**src/rtl/cfglut5_loader.sv**
```systemverilog
// Reconfigurable LUT5 bank with a serial configuration loader.
// Words arrive on a valid/ready handshake and are shifted MSB-first into the chain.
module cfglut5_loader #(
  parameter logic [31:0] INIT     = 32'h0000_0000,
  parameter int          NUM_LUTS = 1
) (
  input  logic                  CLK,
  input  logic                  RST,
  input  logic [32*NUM_LUTS-1:0] CFG_DATA,
  input  logic                  CFG_VALID,
  output logic                  CFG_READY,
  output logic                  CFG_DONE,
  input  logic                  I0,
  input  logic                  I1,
  input  logic                  I2,
  input  logic                  I3,
  input  logic                  I4,
  output logic [NUM_LUTS-1:0]   O6,
  output logic [NUM_LUTS-1:0]   O5,
  output logic                  CDO
);

  localparam int W  = 32 * NUM_LUTS;
  localparam int CW = $clog2(W);

  typedef enum logic {
    IDLE,
    SHIFT
  } state_t;

  state_t         state;
  logic [W-1:0]   sr;
  logic [W-1:0]   shadow;
  logic [CW-1:0]  cnt;
  logic           done_q;
  logic [4:0]     addr;

  // Loader FSM: latch a word in IDLE, then shift it in one bit per edge.
  always_ff @(posedge CLK) begin
    if (RST) begin
      sr     <= {NUM_LUTS{INIT}};
      shadow <= '0;
      cnt    <= '0;
      done_q <= 1'b0;
      state  <= IDLE;
    end else begin
      done_q <= 1'b0;
      unique case (state)
        IDLE: begin
          if (CFG_VALID) begin
            shadow <= CFG_DATA;
            cnt    <= CW'(W - 1);
            state  <= SHIFT;
          end
        end
        SHIFT: begin
          sr     <= {sr[W-2:0], shadow[W-1]};
          shadow <= {shadow[W-2:0], 1'b0};
          cnt    <= cnt - CW'(1);
          if (cnt == '0) begin
            state  <= IDLE;
            done_q <= 1'b1;
          end
        end
        default: state <= IDLE;
      endcase
    end
  end

  assign addr      = {I4, I3, I2, I1, I0};
  assign CFG_READY = (state == IDLE) & ~RST;
  assign CFG_DONE  = done_q;
  assign CDO       = sr[W-1];

  for (genvar k = 0; k < NUM_LUTS; k++) begin : g_lut
    logic [31:0] lut;
    assign lut   = sr[32*k +: 32];
    assign O6[k] = lut[addr];
    assign O5[k] = lut[{1'b0, addr[3:0]}];
  end

endmodule

```
**config.mk**
```make
export PLATFORM = sky130hd
export DESIGN_NAME = cfglut5_loader
export DESIGN_NICKNAME = d
export VERILOG_FILES = /design/src/rtl/cfglut5_loader.sv
export SDC_FILE = /design/constraint.sdc
export NUM_CORES = 1
export LEC_CHECK = 0
export CORE_UTILIZATION = 58
export DETAILED_ROUTE_END_ITERATION = 8
export GPL_TIMING_DRIVEN = 1
export MAX_ROUTING_LAYER = met4
export PLACE_DENSITY = 0.84
export SYNTH_ARGS = -nofsm -noshare
export SYNTH_HDL_FRONTEND = slang
export SYNTH_SLANG_ARGS = --single-unit
```
**constraint.sdc**
```tcl
create_clock -name CLK -period 2.4 [get_ports CLK]
set_input_delay 0.36 -clock CLK [delete_from_list [all_inputs] [get_ports CLK]]
set_output_delay 0.36 -clock CLK [all_outputs]
set_load 0.02 [all_outputs]
```
==> flow_summary.yaml <==
clock_network:
  post_cts_buffers: 0
  tritoncts: "built"
  htree_levels: 3
  cts_sinks: 71
  cts_buffers: 9
  clockBufferDepth: 2
  ctsHoldBuffers: 0
  clkTransAtPathRegs_ps: 70
  worstSkewPairLatency_ps: 330
  clockRootBuffer: "clkbuf_8"
setup_path:
  r2r_cells: 3
  cp-start-kind: "input port"
  worst_ep_required_time_ps: 2040
  critPathCaptureType: "output pin"
  r2r-start: "state$_SDFF_PP0_"
  cp_max_fo: 5
  worstPathArrival_ps: 1870
  critPathKind: "in2out"
  reg2reg_slack_ps: 1150
  r2r_end: "g_lut[0].lut[9]$_SDFFE_PP0P_"
logic_synthesis:
  avgSynthCellArea_sq_um: 9.27
  ys_warn_count: 0
  yosys-top-cells-area: "dfxtp_1 45%, mux2i_1 22%, nor2_1 12%"
  yosysSeqAreaShare_pct: 45.2
  synth_seq_cells: 71
  yosysTopAreaCellShare_pct: 45.2
  netlist_instances: 339
  synth_nets: 380
  synth_cell_types: 28
  yosys.area.top_type: "dfxtp_1"
  netlist_area_sq_um: 3140
floorplanning:
  die_h_um: 75.6
  rows: 26
  io_pins: 45
  core_area_sq_um: 5170
  die_x_um: 75.6
  start_util_pct: 60.7
  die_area_sq_um: 5720
timing:
  slew_headroom_pct: 53.8
  period_needed_ps: 2230
  rsz0062_at_grt: "no"
  hold_viol_final: 0
  drv_slew: 0
  fin_crit_sh_pct: 92.8
  clock_skew_ps: 3.80
  setup_viol: 0
  worst_pin_slew_ps: 693
  max_clock_freq_ghz: 0.449
finish:
  fill_cells: 383
  multiInputGateArea_sq_um: 1580
  regArea_sq_um: 1430
  syn2layout_area_growth_pct: 20.6
  instances_no_fill: 451
  drive_gt1_share_pct: 9.19
  final_util_pct: 73.3
  diodes: 0
  most-common-layout-cells: "100 x nor2_1, 70 x dfxtp_1, 69 x mux2i_1, 38 x clkdlybuf4s50_1, 32 x a21oi_1"
  final_common_cell: "nor2_1"
  final_nets: 419
global_route:
  grt_usage_pct: 22.8
  grt_pass1_wl_mm: 9.36
  grt_max_degree: 109
  grt_pass1_vias: 2013
  gr-total-overflow: 0
  antenna_found_initial: 0
route:
  avgRoutedWirePerCell_um: 13.2
  via_per_inst: 5.37
  drcViolationCount: 0
  firstDrtPassIters: 4
  vias: 2424
  routed_wl_mm: 5.94
  dr.first_iter.drc_count: 135
  ant_nets: 0
min_path:
  holdPathEnd: "shadow[30]$_SDFFE_PP0P_"
  min_path_cells: 2
  hold_start: "shadow[29]$_SDFFE_PP0P_"
  min_path_type: "reg2reg"
place:
  placed_cells: 437
  gp_congestion: 0.768
  hpwl_mm: 3.72
  port_buffers: 44
power_and_ir_drop:
  power_mw: 2.42
  combPwrFrac_pct: 14.3
  p_sw_mw: 0.598
  p_seq_share_pct: 51.9
  p_leak_nw: 1.60
  power_density_nw_per_um2: 638
  vdd_drop_max_mv: 0.396
  power.share.clock_pct: 33.8
  internal_power_mw: 1.82
  swShare_pct: 24.7
outcome:
  status: "complete, no violations"
flow_run:
  drv_cap: 0
[per-layer routing]
layer,GRT usage [%],vias up,wire [um]
met2,32.1,45,2720
met1,31.5,1134,2870
met5,-,-,0
met4,8.64,0,89
li1,-,1237,-
met3,5.56,8,259
[worst max-delay path: stages]
cell and delay (ps):
clkdlybuf4s50_1 570, mux4_2 320, mux2_4 290, nand3_2 70
nand4_1 90, buf_4 170
[timing repair]
item	CTS	global route
endpoints found under the setup margin	2	1
resized for setup	11	2
pin swaps	0	0
[synthesized netlist by cell type (all sizes together)]
| cell type | number |
|---|---|
| nor2 | 100 |
| dfxtp | 71 |
| mux2i | 69 |
| a21oi | 32 |
| clkbuf | 14 |
| buf | 12 |
| nor3 | 7 |
| a211oi | 6 |
| mux4 | 6 |
| inv | 4 |
| nand2 | 3 |
| nand3 | 2 |
| nand4 | 2 |
| xnor2 | 2 |
| a2bb2oi | 1 |
| a311oi | 1 |
| ha | 1 |
| mux2 | 1 |
| nor2b | 1 |
| nor4b | 1 |
| or2 | 1 |
| or3 | 1 |
| xor2 | 1 |
[flip-flops by register name, indices dropped and copies added (netlist names)]
signal,cells
g_lut.lut,32
shadow,32
cnt,5
CFG_DONE,1
state,1
[layout make-up]
type,count,area share (%)
multi-input cells,238,41.8
flip-flops and latches,71,37.6
repair buffers,54,13.6
clock buffers,13,4.19
well taps,70,2.31
inverters,4,0.396
clock inverters,1,0.132
[logic make-up after synthesis]
group	Yosys count	share of synthesized area, %
buffers and inverters	30	4.26
xor gates and xnor gates	3	0.836
adders and majority gates	1	0.398
muxes	76	27.0
DFF	71	45.2
and+or+nand+nor	118	15.2
AOI/OAI and AO/OA	40	7.09
[power groups by stage]
| stage | combinational, mW | sequential [mW] | clock, mW |
|---|---|---|---|
| after global routing | 0.384 | 1.26 | 0.876 |
| after detailed placement | 0.347 | 1.28 | 0 |
| after global placement | 0.340 | 1.28 | 0 |
| final | 0.347 | 1.26 | 0.817 |
| after floorplan | 0.240 | 1.27 | 0 |
| after CTS | 0.349 | 1.26 | 0.831 |
[worst max path at each step]
stage	from	end	slack (ps)
2_1_floorplan	I2	O6	470
3_3_place_gp	I2	O6	-430
3_5_place_dp	I2	O6	-440
4_1_cts	I0	O6	20
5_1_grt	I3	O6	90
6_report	I3	O6	170
[stage by stage]
stage               setup TNS (ps)  cell area [sq um]  hold slack, ps  setup WS (ps)
finish                           0               3790             489            172
global route                     0               3790             517           88.4
CTS                              0               3790             491           24.5
detailed placement            -843               3630             475           -439
global placement              -826               3630             467           -431
floorplan                        0               3140             458            473
No activity file was read; power rests on OpenSTA's default activity.
